## src/rtl/dispatch_router.sv

```systemverilog
`default_nettype none
// +----------------------------------------------------------------------------+
// | Module      : dispatch_router                                              |
// | Description : In-order dispatch buffer between the decoder and the ALU,    |
// |               Branch and LSU reservation stations. Decoded uops are queued |
// |               in a circular FIFO; the head entry is steered to the station |
// |               named by its FU type over a valid/ready handshake. Illegal   |
// |               (FU type 11) heads are dropped and reported; i_flush empties |
// |               the queue.                                                   |
// | Ports       : clk, reset (async, active-high)                              |
// |               i_flush                  - discard all queued uops           |
// |               i_valid/i_uop/i_futype   - decoder side, o_ready back        |
// |               o_{alu,br,lsu}_valid / i_{alu,br,lsu}_ready - RS handshakes  |
// |               o_uop                    - head uop, shared by all RS ports  |
// |               o_illegal                - 1-cycle pulse after illegal drop  |
// |               o_count                  - occupancy                         |
// |               o_stall_cycles           - blocked-head cycle counter        |
// | Config      : DISPATCH_PERF_EN - enables o_stall_cycles (else tied to 0)   |
// | Revision    : 1.0 - initial release                                        |
// +----------------------------------------------------------------------------+
module dispatch_router #(
  parameter int DEPTH = 4,
  parameter int UOP_W = 63
) (
  input  logic                     clk,
  input  logic                     reset,
  input  logic                     i_flush,
  input  logic                     i_valid,
  input  logic [UOP_W-1:0]         i_uop,
  input  logic [1:0]               i_futype,
  output logic                     o_ready,
  output logic                     o_alu_valid,
  input  logic                     i_alu_ready,
  output logic                     o_br_valid,
  input  logic                     i_br_ready,
  output logic                     o_lsu_valid,
  input  logic                     i_lsu_ready,
  output logic [UOP_W-1:0]         o_uop,
  output logic                     o_illegal,
  output logic [$clog2(DEPTH):0]   o_count,
  output logic [31:0]              o_stall_cycles
);

  localparam int c_ADDR_W = $clog2(DEPTH);
  localparam int c_PTR_W  = c_ADDR_W + 1;
  localparam int c_ENT_W  = UOP_W + 2;

  localparam logic [1:0] c_FU_ALU = 2'b00;
  localparam logic [1:0] c_FU_BR  = 2'b01;
  localparam logic [1:0] c_FU_LSU = 2'b10;
  localparam logic [1:0] c_FU_ILL = 2'b11;

  localparam logic [c_PTR_W-1:0] c_PTR_ONE = c_PTR_W'(1);

  // Each entry stores {futype, uop}
  logic [c_ENT_W-1:0] r_mem [DEPTH];
  logic [c_PTR_W-1:0] r_wr_ptr;
  logic [c_PTR_W-1:0] r_rd_ptr;
  logic               r_illegal;

  logic               w_full;
  logic               w_empty;
  logic [c_ENT_W-1:0] w_head;
  logic [1:0]         w_head_fu;
  logic               w_head_live;
  logic               w_deq_rs;
  logic               w_deq_ill;
  logic               w_deq;
  logic               w_enq;

  assign w_full  = (r_wr_ptr[c_ADDR_W-1:0] == r_rd_ptr[c_ADDR_W-1:0]) &&
                   (r_wr_ptr[c_ADDR_W] != r_rd_ptr[c_ADDR_W]);
  assign w_empty = (r_wr_ptr == r_rd_ptr);

  assign w_head    = r_mem[r_rd_ptr[c_ADDR_W-1:0]];
  assign w_head_fu = w_head[c_ENT_W-1 -: 2];

  // Flush gates every valid so no handshake can complete in a flush cycle
  assign w_head_live = !w_empty && !i_flush;

  assign o_alu_valid = w_head_live && (w_head_fu == c_FU_ALU);
  assign o_br_valid  = w_head_live && (w_head_fu == c_FU_BR);
  assign o_lsu_valid = w_head_live && (w_head_fu == c_FU_LSU);

  assign w_deq_rs  = (o_alu_valid && i_alu_ready) ||
                     (o_br_valid  && i_br_ready)  ||
                     (o_lsu_valid && i_lsu_ready);
  // An illegal head is dropped at the end of its first cycle at the head
  assign w_deq_ill = w_head_live && (w_head_fu == c_FU_ILL);
  assign w_deq     = w_deq_rs || w_deq_ill;

  // Ready depends only on state; a slot freed this cycle is not reusable
  // until the next one
  assign o_ready = !w_full;
  assign w_enq   = i_valid && !w_full && !i_flush;

  assign o_uop     = w_head[UOP_W-1:0];
  assign o_count   = r_wr_ptr - r_rd_ptr;
  assign o_illegal = r_illegal;

  always_ff @(posedge clk or posedge reset) begin
    if (reset) begin
      r_wr_ptr  <= '0;
      r_rd_ptr  <= '0;
      r_illegal <= 1'b0;
    end else begin
      r_illegal <= w_deq_ill;
      if (i_flush) begin
        r_wr_ptr <= '0;
        r_rd_ptr <= '0;
      end else begin
        if (w_enq) r_wr_ptr <= r_wr_ptr + c_PTR_ONE;
        if (w_deq) r_rd_ptr <= r_rd_ptr + c_PTR_ONE;
      end
    end
  end

  // Storage is cleared on reset so the head reads as zero out of reset
  always_ff @(posedge clk or posedge reset) begin
    if (reset) begin
      for (int i = 0; i < DEPTH; i++) r_mem[i] <= '0;
    end else if (w_enq) begin
      r_mem[r_wr_ptr[c_ADDR_W-1:0]] <= {i_futype, i_uop};
    end
  end

`ifdef DISPATCH_PERF_EN
  logic        w_stall;
  logic [31:0] r_stall_cycles;

  // A live legal head that its station did not take this cycle
  assign w_stall = w_head_live && (w_head_fu != c_FU_ILL) && !w_deq_rs;

  always_ff @(posedge clk or posedge reset) begin
    if (reset) begin
      r_stall_cycles <= '0;
    end else if (w_stall && (r_stall_cycles != 32'hFFFF_FFFF)) begin
      r_stall_cycles <= r_stall_cycles + 32'd1;
    end
  end

  assign o_stall_cycles = r_stall_cycles;
`else
  assign o_stall_cycles = 32'd0;
`endif

endmodule
`default_nettype wire

```

## config.mk

```make
export PLATFORM = sky130hd
export DESIGN_NAME = dispatch_router
export DESIGN_NICKNAME = d
export VERILOG_FILES = /design/src/rtl/dispatch_router.sv
export SDC_FILE = /design/constraint.sdc
export NUM_CORES = 1
export LEC_CHECK = 0
export CELL_PAD_IN_SITES_DETAIL_PLACEMENT = 1
export CELL_PAD_IN_SITES_GLOBAL_PLACEMENT = 1
export CORE_ASPECT_RATIO = 0.75
export CORE_MARGIN = 10
export CORE_UTILIZATION = 46
export DETAILED_ROUTE_END_ITERATION = 16
export PLACE_DENSITY_LB_ADDON = 0.3
export SETUP_SLACK_MARGIN = 0.1
export SYNTH_ARGS = -nofsm -noshare
export SYNTH_HDL_FRONTEND = slang
export SYNTH_SLANG_ARGS = --single-unit
```

## constraint.sdc

```tcl
create_clock -name clk -period 9.71 [get_ports clk]
set_clock_uncertainty 0.05 [all_clocks]
set_input_delay 0.971 -clock clk [delete_from_list [all_inputs] [get_ports clk]]
set_output_delay 0.971 -clock clk [all_outputs]
set_load 0.03 [all_outputs]
```

==> flow_metrics.tcl <==
set metrics [dict create \
    num_io_pins 175 \
    hold_path.startpoint "r_mem[123]$_DFFE_PP0P_" \
    globalRouteMet1Util 0.2201 \
    synthCells 720 \
    drt_iter0_drc 303 \
    insertedDiodeCount 0 \
    grt_max_degree 109 \
    syn_area_per_cell_um2 16.60 \
    worstPathArrival_ns 3.78 \
    h-tree-depth 1 \
    hpwl_um 18370 \
    drcViolationCount 0 \
    critPathCaptureType "output port" \
    die_w_um 206.1 \
    cts_resized 0 \
    synth_top_area_cell "dfrtp_1" \
    rsz0062_at_grt "no" \
    synth_async_sr_flop_share 1.000 \
    grt-ovfl-total 0 \
    holdBufCountCts 0 \
    cp-start-kind "flop" \
    grt_pass1_wl_um 45640 \
    crit_required_ns 8.69 \
    finalHoldViolCount 0 \
    drive_above_1_share 0.4363 \
    drv_cap 0 \
    slew_headroom 0.2225 \
    die_h_um 159.6 \
    first_global_vias 7881 \
    synth_edf_count 0 \
    dieArea_um2 32900 \
    slew_violations 0 \
    synthTopCellsByArea "dfrtp_1 56%, mux2_2 24%, mux4_2 12%, buf_4 2.0%, buf_2 1.3%" \
    core_area_um2 25780 \
    post-route-period-util 0.4943 \
    postCtsSetupRepairBufs 0 \
    gp_congestion 0.7117 \
    reg2reg_depth 6 \
    outcome "completed" \
    yosys.area.top_type_share 0.5589 \
    path_clk_slew_ns 0.06 \
    viasPerCell 5.440 \
    power.density_nw_per_um2 316.6 \
    worstPathMaxFanout 47 \
    dr.pass1.iters 4 \
    numCtsBuffers 28 \
    synth_seq_cells 267 \
    p_leak_nw 6.279 \
    clockBufferDepth 3 \
    ys.flop_type "dfrtp_1" \
    cts_tree "yes" \
    worstSetupPathType "reg2out" \
    regArea_um2 6689 \
    wirelength_um 28930 \
    ir_drop_v 0.0001443 \
    clock-root-buffer "clkbuf_16" \
    stdcell_area_um2 14390 \
    track_usage 0.1749 \
    clock-sinks 267 \
    final-setup-viol-count 0 \
    rrSetupSlack_ns 5.19 \
    start_util 0.4637 \
    fin_util 0.5581 \
    min_path_cells 1 \
    multi_input_comb_area_um2 4892 \
    fillerInstances 2378 \
    fmax_mhz 208.4 \
    timing.hold.ws_ns 0.4501 \
    synth_area_um2 11950 \
    yosysSeqAreaShare 0.5589 \
    num_vias 6610 \
    synth.most_common_cell "dfrtp_1" \
    fin_setup_tns_ns 0 \
    rr_startpoint "r_rd_ptr[1]$_DFFE_PP0P_" \
    ys_warn_count 0 \
    wl_per_cell_um 23.81 \
    gr-usage-met3 0.03497 \
    busiest_layer "met2" \
    ys_types 33 \
    min_period_ns 4.800 \
    postRouteAntennaNets 0 \
    nNetsFinal 930 \
    synth_commonest_cells "267 x dfrtp_1, 260 x mux2_2, 65 x mux4_2" \
    place_area_um2 13490 \
    rr_endpoint "r_mem[90]$_DFFE_PP0P_" \
    antenna_found_initial 1 \
    hold_end "r_mem[123]$_DFFE_PP0P_" \
    hold_path_class "reg2reg" \
    worstMarginPinSlew_ns 1.166 \
    clk_latency_ns 0.53 \
    grt_util_met2 0.3058 \
    portBuffers 142 \
    num_rows 51 \
    area_delta_synth_final_pct 20.37 \
]
==> layout by cell type (no fill, tap or decap), types with 2 or more instances in the layout <==
cell / netlist / routed
buf_4: 32 / 3
clkbuf_1: 6 / 8
clkbuf_16: 0 / 29
clkbuf_8: 0 / 8
clkdlybuf4s50_1: 0 / 142
clkinv_2: 0 / 5
conb_1: 1 / 32
dfrtp_1: 267 / 265
dfrtp_4: 0 / 2
ha_1: 7 / 7
inv_1: 7 / 6
mux2_2: 260 / 260
mux2i_1: 3 / 3
mux4_2: 65 / 65
nand2_1: 6 / 3
nand2_4: 0 / 3
nand2b_1: 2 / 2
nor2_1: 5 / 5
xnor2_1: 3 / 3
xor2_1: 2 / 2
==> kinds of logic (layout without fill, tap and decap cells) <==
kind of cell / after synthesis / after routing / share of synthesized area
compound gates: 7 / 7 / 0.004501
mux: 330 / 330 / 0.3721
simple gates: 19 / 19 / 0.007851
other cells: 1 / 32 / 0.0003137
xor+xnor: 5 / 5 / 0.003664
fa+ha+maj: 8 / 8 / 0.009001
buf+inv: 83 / 203 / 0.04365
flops: 267 / 267 / 0.5589
==> flip-flops by register name, indices dropped and copies added, names as in the netlist <==
name       count
r_rd_ptr       3
o_illegal      1
r_wr_ptr       3
r_mem        260
==> metrics by stage <==
stage	total power, mW	cells	setup slack [ns]
3_5_place_dp	3.560	1164	5.171
5_1_grt	4.785	1215	4.595
2_1_floorplan	2.874	751	1.335
6_report	4.556	1215	4.910
4_1_cts	4.617	1215	4.749
3_3_place_gp	3.456	1164	5.331
==> per-layer routing <==
layer,part of all wire,up-vias
met5,0.00045,-
met4,0.015,2
met3,0.041,31
met2,0.52,109
met1,0.43,3610
li1,-,2858
==> cell type report <==
class,count,share of cell area
Clock inverter,6,0.002348
Tap cell,344,0.02991
Multi-Input combinational cell,401,0.3400
Timing Repair Buffer,145,0.1003
Inverter,7,0.002348
Sequential cell,267,0.4649
Clock buffer,45,0.06017
==> power by group <==
group          internal [mW]  switching, mW  leakage, nW
Clock                  0.607          0.428        0.448
Combinational          0.925          0.847         2.50
Sequential              1.48          0.267         3.33
==> how the worst max path moves through the flow <==
stage | slack, ns | to | start
2_1_floorplan | 1.34 | o_illegal$_DFF_PP0_ | reset
3_3_place_gp | 5.33 | r_mem[229]$_DFFE_PP0P_ | r_rd_ptr[1]$_DFFE_PP0P_
3_5_place_dp | 5.17 | r_mem[247]$_DFFE_PP0P_ | r_rd_ptr[1]$_DFFE_PP0P_
4_1_cts | 4.75 | o_lsu_valid | r_rd_ptr[0]$_DFFE_PP0P_
5_1_grt | 4.59 | o_lsu_valid | r_rd_ptr[0]$_DFFE_PP0P_
6_report | 4.91 | o_lsu_valid | r_rd_ptr[0]$_DFFE_PP0P_
==> critical path: stages (launching register included) <==
cell and delay [ns]:
dfrtp_4 0.72, buf_4 0.85, mux4_2 0.70, nor3b_1 0.25, clkdlybuf4s50_1 0.72
(Power assumes the default switching activity.)
